<file path="src/rtl/hp_pkg.sv">
// Shared binary16 constants and types for the half-precision datapath.
// Used by the operand classifier and the iterative divider.
package hp_pkg;

  typedef logic signed [6:0] exp_t;

  localparam exp_t EXP_BIAS = 7'sd15;
  localparam exp_t EMIN     = -7'sd14;
  localparam exp_t EMAX     = 7'sd15;
  localparam exp_t SUB_MIN  = -7'sd24;

  localparam logic [8:0] QNAN_DEFAULT = 9'h2A;

  typedef enum logic [1:0] {
    IDLE,
    NORM,
    DIV,
    PACK
  } state_t;

  typedef struct packed {
    logic snan;
    logic qnan;
    logic infinity;
    logic zero;
    logic subnormal;
    logic normal;
  } flags_t;

  // Highest set bit wins; callers never pass zero.
  function automatic logic [3:0] lzc11(input logic [10:0] v);
    logic [3:0] n;
    n = 4'd11;
    for (int i = 0; i <= 10; i++) begin
      if (v[i]) n = 4'(10 - i);
    end
    return n;
  endfunction

endpackage

</file>
<file path="src/rtl/hp_div_if.sv">
// Start/busy/done handshake bundle for the binary16 divider.
// Master issues operands, slave returns quotient and class.
interface hp_div_if;

  logic        start;
  logic [15:0] a;
  logic [15:0] b;
  logic        busy;
  logic        done;
  logic [15:0] q;
  logic        snan;
  logic        qnan;
  logic        infinity;
  logic        zero;
  logic        subnormal;
  logic        normal;
  logic        div_by_zero;

  modport master (
    output start,
    output a,
    output b,
    input  busy,
    input  done,
    input  q,
    input  snan,
    input  qnan,
    input  infinity,
    input  zero,
    input  subnormal,
    input  normal,
    input  div_by_zero
  );

  modport slave (
    input  start,
    input  a,
    input  b,
    output busy,
    output done,
    output q,
    output snan,
    output qnan,
    output infinity,
    output zero,
    output subnormal,
    output normal,
    output div_by_zero
  );

endinterface

</file>
<file path="src/rtl/hp_class.sv">
// Binary16 operand decode: sign, unbiased exponent, significand, class.
// Subnormals report EMIN with a zero hidden bit.
module hp_class
  import hp_pkg::*;
(
  input  logic [15:0] x,
  output logic        sign,
  output exp_t        expo,
  output logic [10:0] sig,
  output logic        isSnan,
  output logic        isQnan,
  output logic        isInf,
  output logic        isZero
);

  logic [4:0] ef;
  logic [9:0] fr;
  logic       expMax;
  logic       expMin;
  logic       frNz;

  assign ef     = x[14:10];
  assign fr     = x[9:0];
  assign expMax = (ef == 5'h1F);
  assign expMin = (ef == 5'h00);
  assign frNz   = (fr != 10'h000);

  assign sign   = x[15];
  assign isZero = expMin & ~frNz;
  assign isInf  = expMax & ~frNz;
  assign isQnan = expMax & fr[9];
  assign isSnan = expMax & ~fr[9] & frNz;
  assign sig    = {~expMin, fr};
  assign expo   = expMin ? EMIN
                         : exp_t'({2'b00, ef}) - EXP_BIAS;

endmodule

</file>
<file path="src/rtl/hp_div.sv">
// Iterative binary16 divider, one restoring quotient bit per clock.
// Specials resolve at accept; truncating pack into one-hot class.
module hp_div
  import hp_pkg::*;
(
  input  logic     clk,
  input  logic     rst_n,
  hp_div_if.slave  bus
);

  state_t state;
  state_t stateNxt;

  logic        aSign, bSign;
  exp_t        aExp, bExp;
  logic [10:0] aSig, bSig;
  logic        aSnan, bSnan;
  logic        aQnan, bQnan;
  logic        aInf, bInf;
  logic        aZero, bZero;

  hp_class uClassA (
    .x      (bus.a),
    .sign   (aSign),
    .expo   (aExp),
    .sig    (aSig),
    .isSnan (aSnan),
    .isQnan (aQnan),
    .isInf  (aInf),
    .isZero (aZero)
  );

  hp_class uClassB (
    .x      (bus.b),
    .sign   (bSign),
    .expo   (bExp),
    .sig    (bSig),
    .isSnan (bSnan),
    .isQnan (bQnan),
    .isInf  (bInf),
    .isZero (bZero)
  );

  logic        accept;
  logic        sgn;
  logic        specIn;
  logic        specDbz;
  logic [15:0] specQ;
  flags_t      specFl;

  assign accept = (state == IDLE) & bus.start;
  assign sgn    = aSign ^ bSign;

  always_comb begin
    specIn  = 1'b1;
    specDbz = 1'b0;
    specQ   = 16'h0000;
    specFl  = '0;
    priority case (1'b1)
      aSnan | bSnan: begin
        specQ       = aSnan ? bus.a : bus.b;
        specFl.snan = 1'b1;
      end
      aQnan | bQnan: begin
        specQ       = aQnan ? bus.a : bus.b;
        specFl.qnan = 1'b1;
      end
      (aInf & bInf) | (aZero & bZero): begin
        specQ       = {sgn, 5'h1F, 1'b1, QNAN_DEFAULT};
        specFl.qnan = 1'b1;
      end
      aInf: begin
        specQ           = {sgn, 5'h1F, 10'h000};
        specFl.infinity = 1'b1;
      end
      bInf: begin
        specQ       = {sgn, 15'h0000};
        specFl.zero = 1'b1;
      end
      bZero: begin
        specQ           = {sgn, 5'h1F, 10'h000};
        specFl.infinity = 1'b1;
        specDbz         = 1'b1;
      end
      aZero: begin
        specQ       = {sgn, 15'h0000};
        specFl.zero = 1'b1;
      end
      default: specIn = 1'b0;
    endcase
  end

  logic        signR;
  exp_t        eaR, ebR, eR;
  logic [10:0] saR, sbR;
  logic [11:0] rem, quo;
  logic [3:0]  cnt;
  logic        specR, specDbzR;
  logic [15:0] specQR;
  flags_t      specFlR;
  logic [15:0] qR;
  flags_t      flR;
  logic        dbzR;
  logic        doneR;

  always_ff @(posedge clk) begin
    if (!rst_n) state <= IDLE;
    else        state <= stateNxt;
  end

  always_comb begin
    stateNxt = state;
    unique case (state)
      IDLE:    if (bus.start) stateNxt = specIn ? PACK : NORM;
      NORM:    stateNxt = DIV;
      DIV:     if (cnt == 4'd11) stateNxt = PACK;
      PACK:    stateNxt = IDLE;
      default: stateNxt = IDLE;
    endcase
  end

  logic [3:0] lzA, lzB;

  assign lzA = lzc11(saR);
  assign lzB = lzc11(sbR);

  logic        remGe;
  logic [11:0] remNxt;

  assign remGe  = rem >= {1'b0, sbR};
  assign remNxt = remGe ? rem - {1'b0, sbR} : rem;

  logic [10:0] pSig;
  exp_t        pE;
  logic [15:0] packQ;
  flags_t      packFl;

  // Quotient lies in (0.5, 2): the top bit picks the normalizing shift.
  always_comb begin
    pSig   = quo[11] ? quo[11:1] : quo[10:0];
    pE     = quo[11] ? eR : eR - 7'sd1;
    packQ  = {signR, 15'h0000};
    packFl = '0;
    if (pE < SUB_MIN) begin
      packFl.zero = 1'b1;
    end else if (pE < EMIN) begin
      packQ            = {signR, 5'b00000, 10'(pSig >> (EMIN - pE))};
      packFl.subnormal = 1'b1;
    end else if (pE > EMAX) begin
      packQ           = {signR, 5'h1F, 10'h000};
      packFl.infinity = 1'b1;
    end else begin
      packQ         = {signR, 5'(pE + EXP_BIAS), pSig[9:0]};
      packFl.normal = 1'b1;
    end
  end

  always_ff @(posedge clk) begin
    if (!rst_n) begin
      signR    <= 1'b0;
      eaR      <= '0;
      ebR      <= '0;
      eR       <= '0;
      saR      <= '0;
      sbR      <= '0;
      rem      <= '0;
      quo      <= '0;
      cnt      <= '0;
      specR    <= 1'b0;
      specDbzR <= 1'b0;
      specQR   <= '0;
      specFlR  <= '0;
      qR       <= '0;
      flR      <= '0;
      dbzR     <= 1'b0;
      doneR    <= 1'b0;
    end else begin
      doneR <= 1'b0;
      unique case (state)
        IDLE: begin
          if (accept) begin
            signR    <= sgn;
            eaR      <= aExp;
            ebR      <= bExp;
            saR      <= aSig;
            sbR      <= bSig;
            specR    <= specIn;
            specDbzR <= specDbz;
            specQR   <= specQ;
            specFlR  <= specFl;
          end
        end
        NORM: begin
          eR  <= (eaR - exp_t'({3'b000, lzA}))
               - (ebR - exp_t'({3'b000, lzB}));
          rem <= {1'b0, saR << lzA};
          sbR <= sbR << lzB;
          quo <= '0;
          cnt <= '0;
        end
        DIV: begin
          rem <= remNxt << 1;
          quo <= {quo[10:0], remGe};
          cnt <= cnt + 4'd1;
        end
        PACK: begin
          qR    <= specR ? specQR : packQ;
          flR   <= specR ? specFlR : packFl;
          dbzR  <= specR & specDbzR;
          doneR <= 1'b1;
        end
        default: ;
      endcase
    end
  end

  assign bus.busy        = (state != IDLE);
  assign bus.done        = doneR;
  assign bus.q           = qR;
  assign bus.snan        = flR.snan;
  assign bus.qnan        = flR.qnan;
  assign bus.infinity    = flR.infinity;
  assign bus.zero        = flR.zero;
  assign bus.subnormal   = flR.subnormal;
  assign bus.normal      = flR.normal;
  assign bus.div_by_zero = dbzR;

endmodule

</file>
<file path="src/flat_wrapper.sv">
// flat-port wrapper written by rule: the top's interface ports become plain ports
module hp_div_flat import hp_pkg::*;
  (clk, rst_n, bus_start, bus_a, bus_b, bus_busy, bus_done, bus_q, bus_snan, bus_qnan, bus_infinity, bus_zero, bus_subnormal, bus_normal, bus_div_by_zero);
  hp_div_if bus_i ();
  input  logic clk;
  input  logic rst_n;
  input wire logic [$bits(bus_i.start)-1:0] bus_start;
  input wire logic [$bits(bus_i.a)-1:0] bus_a;
  input wire logic [$bits(bus_i.b)-1:0] bus_b;
  output wire logic [$bits(bus_i.busy)-1:0] bus_busy;
  output wire logic [$bits(bus_i.done)-1:0] bus_done;
  output wire logic [$bits(bus_i.q)-1:0] bus_q;
  output wire logic [$bits(bus_i.snan)-1:0] bus_snan;
  output wire logic [$bits(bus_i.qnan)-1:0] bus_qnan;
  output wire logic [$bits(bus_i.infinity)-1:0] bus_infinity;
  output wire logic [$bits(bus_i.zero)-1:0] bus_zero;
  output wire logic [$bits(bus_i.subnormal)-1:0] bus_subnormal;
  output wire logic [$bits(bus_i.normal)-1:0] bus_normal;
  output wire logic [$bits(bus_i.div_by_zero)-1:0] bus_div_by_zero;
  assign bus_i.start = bus_start;
  assign bus_i.a = bus_a;
  assign bus_i.b = bus_b;
  assign bus_busy = bus_i.busy;
  assign bus_done = bus_i.done;
  assign bus_q = bus_i.q;
  assign bus_snan = bus_i.snan;
  assign bus_qnan = bus_i.qnan;
  assign bus_infinity = bus_i.infinity;
  assign bus_zero = bus_i.zero;
  assign bus_subnormal = bus_i.subnormal;
  assign bus_normal = bus_i.normal;
  assign bus_div_by_zero = bus_i.div_by_zero;
  hp_div u_core (.clk(clk), .rst_n(rst_n), .bus(bus_i));
endmodule
</file>
<file path="config.mk">
export PLATFORM = sky130hd
export DESIGN_NAME = hp_div_flat
export DESIGN_NICKNAME = d
export VERILOG_FILES = /design/src/rtl/hp_pkg.sv /design/src/rtl/hp_div_if.sv /design/src/rtl/hp_class.sv /design/src/rtl/hp_div.sv /design/src/flat_wrapper.sv
export SDC_FILE = /design/constraint.sdc
export NUM_CORES = 1
export LEC_CHECK = 0
export ABC_AREA = 1
export ABC_CLOCK_PERIOD_IN_PS = 4400
export CAP_MARGIN = 15
export CORE_AREA = 2 2 131 197
export CTS_CLUSTER_SIZE = 30
export DETAILED_ROUTE_END_ITERATION = 6
export DIE_AREA = 0 0 133 199
export GPL_ROUTABILITY_DRIVEN = 0
export GPL_TIMING_DRIVEN = 0
export PLACE_DENSITY_LB_ADDON = 0.05
export SLEW_MARGIN = 0
export SYNTH_ARGS = -nofsm -noshare
export SYNTH_HDL_FRONTEND = slang
export SYNTH_HIERARCHICAL = 1
export SYNTH_SLANG_ARGS = --single-unit
</file>
<file path="constraint.sdc">
create_clock -name clk -period 4.4 [get_ports clk]
set_clock_uncertainty 0.1 [all_clocks]
set_input_delay 0.88 -clock clk [delete_from_list [all_inputs] [get_ports clk]]
set_output_delay 0.88 -clock clk [all_outputs]
set_load 0.02 [all_outputs]
</file>
Word-level counts from Yosys, hierarchy flattened
Cells that the tools add are included.
- register bits after elaboration: 120
- bits of input ports: 35
- output and inout bits: 25
- logic and storage cells: 173
- $add $sub $neg: 10
- $lt $le $gt $ge: 4
- eq/ne operators: 9
- shifts and indexed selects: 3
- mux-type cells: 86
- bitwise gates (word level): 24
- reduce and logical (&&, ||, !) cells: 11
- operators with widths (operator ; count):
    16-bit two-way mux ; 10
    4-bit two-way mux ; 16
    12-bit case mux with 2 select lines ; 2
    15-bit two-way mux ; 3
    1-bit two-way mux ; 37
    11-bit two-way mux ; 3
    11-bit case mux with 2 select lines ; 1
    11-bit by 4-bit left shift with 11-bit output ; 2
    7-bit two-way mux ; 3
    10-bit nonzero test ; 2
    2-bit two-way mux ; 8
    1-bit AND ; 14
    7-bit by 5-bit subtractor with 7-bit output ; 2
    12-bit by 11-bit >= comparator with 1-bit output ; 1
    5-bit by 4-bit subtractor with 6-bit output, second input constant ; 2
    11-bit by 7-bit right shift with 10-bit output ; 1
    11-bit subtractor ; 1
    5-bit equality test, second input constant ; 2
    5-bit logical NOT ; 2
    2-bit case mux with 4 select lines ; 1
    4-bit case mux with 2 select lines ; 1
    7-bit by 5-bit greater-than comparator with 1-bit output, second input constant ; 1
    7-bit by 5-bit less-than comparator with 1-bit output, second input constant ; 1
    7-bit by 6-bit less-than comparator with 1-bit output, second input constant ; 1
    17 further kinds ; 30

Depth between registers and ports, before layout
- word-level depth: 13
- depth in mapped cells: 23
- depth with buffers taken out: 22

Modules after synthesis
Netlist, hierarchy kept.
- modules (own cells, without submodules) (module ; times used ; cells an instance ; area each (um2) ; seq. area each (um2)):
    hp_div ; 1 ; 1211 ; 8015.2 ; 2402.3
    hp_class ; 2 ; 51 ; 281.5 ; 0.0

Least setup slack after synthesis
OpenSTA, ideal clock, no wires.
- path kind: reg-to-reg
- start: reg u_core.saR[0]
- end: reg u_core.eR[6]
- library setup time: 0.115 ns
- data arrival time: 3.371 ns
- data required time: 4.185 ns
- setup slack: 0.813 ns
- stages on the path, launching flop included: 22
- path buffers: 1
- clock period less this slack: 3.587 ns
- path through: dfxtp_1 -> inv_1 -> o21ai_0 -> nand2_1 -> a21oi_1 -> o21ai_0 -> nand2_1 -> nand2_1 -> buf_2 -> inv_1 -> fa_1 -> fa_1 -> ha_1 -> fa_1 -> a21oi_1 -> o21bai_1 -> nand2_1 -> nand2_1 -> a21oi_1 -> xor2_1 -> o21ai_0 -> inv_1
- longest elaborated chain between the ends: 13
- RTL lines (what ; RTL line ; source):
    from (decl) ; hp_div.sv:95 ; logic [10:0] saR, sbR;
    from (signal assigned) ; hp_div.sv:185 ; saR <= aSig;
    1-bit two-way mux ; hp_pkg.sv:35 ; if (v[i]) n = 4'(10 - i);
    2-bit two-way mux (2 in a row) ; hp_pkg.sv:35 ;
    4-bit two-way mux (8 in a row) ; hp_pkg.sv:35 ;
    7-bit by 5-bit subtractor with 7-bit output ; hp_div.sv:194 ; eR <= (eaR - exp_t'({3'b000, lzA}))
    7-bit subtractor ; hp_div.sv:195 ; - (ebR - exp_t'({3'b000, lzB}));
    to (signal assigned) ; hp_div.sv:194 ;
    to (decl) ; hp_div.sv:94 ; exp_t eaR, ebR, eR;
No other way between the ends.
A chain may end at the register's enable or synchronous reset.

Worst setup path in the final report
Ends and elaborated chain as after synthesis.

==> results <==
-- tightest hold or removal path, stage by stage, from the launching register on --
cell     delay [ns]
dfxtp_1        0.31
nand2_1        0.06
o21ai_0        0.06
-- path summary, 6_finish.rpt --
| check | to | start | cells past startpoint |
|---|---|---|---|
| worst max-delay path | u_core/eR[6] | u_core/saR[0] | 21 |
| worst min-delay path | u_core/bus.div_by_zero | u_core/specDbzR | 2 |
| worst max register to register | u_core/eR[6] | u_core/saR[0] | 21 |
| worst min register to register | u_core/bus.div_by_zero | u_core/specDbzR | 2 |
-- state kept, by name, summed over array words and instances, names as in the netlist, 11 cells and up --
| name | cells |
|---|---|
| u_core/sbR | 11 |
| u_core/specQR | 16 |
| u_core/quo | 12 |
| u_core/saR | 11 |
| u_core/bus.q | 16 |
| u_core/rem | 12 |
-- cells in the mapped netlist, types with 14 or more instances --
cell      number  area, um^2
nand2_1      276        1036
o21ai_0      166       830.8
a21oi_1      133       665.6
inv_1        132       495.5
dfxtp_1      120        2402
nor2_1       108       405.4
nand3_1       62       310.3
clkbuf_1      41       153.9
ha_1          38       475.5
buf_4         25       187.7
a31oi_1       22       137.6
nand2_2       14       87.58
xor2_1        14       122.6
-- layer usage --
layer | share of wire, % | vias up | global-route usage, %
li1 | - | 4506 | -
met1 | 42 | 4085 | 27.03
met2 | 52 | 190 | 43.50
met3 | 2.8 | 49 | 2.956
met4 | 2.9 | 0 | 9.598
met5 | 0 | - | 0
-- area by class of cell --
class	count	area, um^2	area share [%]
buffer	77	406.6	3.994
tap	328	410.4	4.031
multi-input combinational	963	5197	51.05
clock buffer	20	456.7	4.486
timing repair buffer	58	580.6	5.702
clock inverter	12	150.1	1.475
inverter	153	576.8	5.665
sequential	120	2402	23.60
-- stage by stage --
step	std cells	total power, mW	worst slack, ns	util [%]
after CTS	1731	8.450	0.2825	41.06
after global placement	1699	6.968	0.2874	38.61
final	1731	8.445	0.3757	41.08
after global routing	1731	9.236	0.07709	41.08
after detailed placement	1699	6.965	0.2958	38.61
after floorplan	1313	5.556	0.8134	-
-- cells by family (layout without fill, tap and decap cells) --
| kind of cell | Yosys count | after routing | synth area share [%] |
|---|---|---|---|
| xor+xnor | 22 | 22 | 2.246 |
| fa+ha+maj | 47 | 47 | 7.643 |
| buf+inv | 230 | 320 | 11.46 |
| mux | 1 | 1 | 0.1167 |
| compound gates | 371 | 371 | 23.80 |
| flops | 120 | 120 | 28.00 |
| simple gates | 522 | 522 | 26.72 |
-- report_power, final --
part	internal (mW)	switching [mW]	total, mW
Clock	0.916	0.538	1.45
Sequential	1.33	0.212	1.55
Combinational	1.82	3.63	5.44
Total	4.07	4.38	8.44
==> results.py <==
metrics = {
    "die": {
        "core_mm2": 0.02479,
        "die_height_um": 199,
        "die_area_mm2": 0.02647,
        "die_w_um": 133,
        "pin_count": 60,
        "start_util_pct": 34.61,
        "rows": 71,
    },
    "critical_path": {
        "cp_max_fo": 10,
        "crit_family": "adder cells",
        "cp_slowest_stage_delay_ns": 0.47,
        "startpoint_type": "flop",
        "crit_top_cell": "nand2_1",
        "crit_type": "flop to flop",
        "cp.arrival_ns": 4.25,
        "worstPathRequired_ns": 4.63,
        "endpoint_kind": "flop",
        "slowest_stage": "fa_1",
        "worst-r2r-setup-slack_ns": 0.38,
        "crit_chain": "inv_1 -> o21ai_0 -> nand2_1 -> a21oi_1 -> o21ai_0 -> nand2_1 -> nand2_1 -> buf_2 -> inv_1 -> fa_1 -> fa_1 -> ha_1 -> fa_1 -> a21oi_1 -> o21bai_1 -> nand2_1 -> nand2_1 -> a21oi_1 -> xor2_1 -> o21ai_0 -> inv_1",
        "path_buf_inv": 4,
    },
    "global_route": {
        "grt_max_degree": 17,
        "antenna_found_initial": 0,
        "grt_remaining_overflow": 0,
        "grt_pass1_vias": 8562,
        "grt_pass1_wl_um": 47180,
        "track_usage_pct": 23.45,
    },
    "clock_network": {
        "cts_buffers": 17,
        "cts_hold_buf": 0,
        "clock-sinks": 120,
        "ctsResizeCount": 0,
        "h-tree-depth": 4,
        "post_cts_buffers": 0,
        "clk_path_buf_depth": 2,
        "cts_tree": "done",
        "clock_latency_ns": 0.43,
        "root_buffer": "clkbuf_16",
        "path_clk_slew_ns": 0.06,
    },
    "routing": {
        "drt_iter0_markers": 613,
        "drt_first_pass_iters": 7,
        "via_count": 8830,
        "drt-total-wl_um": 30210,
        "antenna_left": 0,
        "wl_per_cell_um": 17.45,
        "drc_errors": 0,
        "via_per_inst": 5.101,
    },
    "worst_hold_path": {
        "hp-class": "flop to flop",
    },
    "yosys": {
        "netlist_instances": 1313,
        "synth_warnings": 6,
        "synth.net_count": 1395,
        "synthFlopType": "dfxtp_1",
        "synth.avg_cell_area_um2": 6.533,
        "synth_enable_flop_cells": 0,
        "ys_seq_area_share_pct": 28.00,
        "synth_cell_types": 55,
        "synth_seq_cells": 120,
        "async_flop_share_pct": 0,
        "syn_area_mm2": 0.008578,
    },
    "sta": {
        "slew_headroom_pct": 43.57,
        "hold_viol": 0,
        "worst_pin_slew_ns": 0.8400,
        "setup-violations-final": 0,
        "fin_crit_ns": 4.024,
        "rsz0062_at_grt": "false",
        "slew_viol_final": 0,
        "fmax_mhz": 248.5,
        "hold-worst-slack_ns": 0.3684,
        "period_share_pct": 91.46,
        "tns_ns": 0,
    },
    "layout": {
        "stdcell_area_mm2": 0.01018,
        "drive_above_1_share_pct": 9.123,
        "nets": 1472,
        "n_fill_cell": 2731,
        "final_common_cell": "nand2_1",
        "antenna_cells": 0,
        "areaGrowthSynthToFinish_pct": 18.68,
        "layout_common_cells": "nand2_1 (276), o21ai_0 (166), a21oi_1 (133)",
    },
    "run_status": {
        "status": "finished clean",
    },
    "power_and_ir_drop": {
        "power_density_mw_per_mm2": 829.5,
        "leakagePower_nw": 4.242,
        "ir_drop_uv": 319.4,
    },
    "placed_design": {
        "portBuffers": 58,
        "placed_area_mm2": 0.009569,
        "dpl.hpwl_um": 24370,
    },
    "job": {
        "drv_cap": 0,
    },
}
Note: power is estimated with default switching activity, not from simulation.
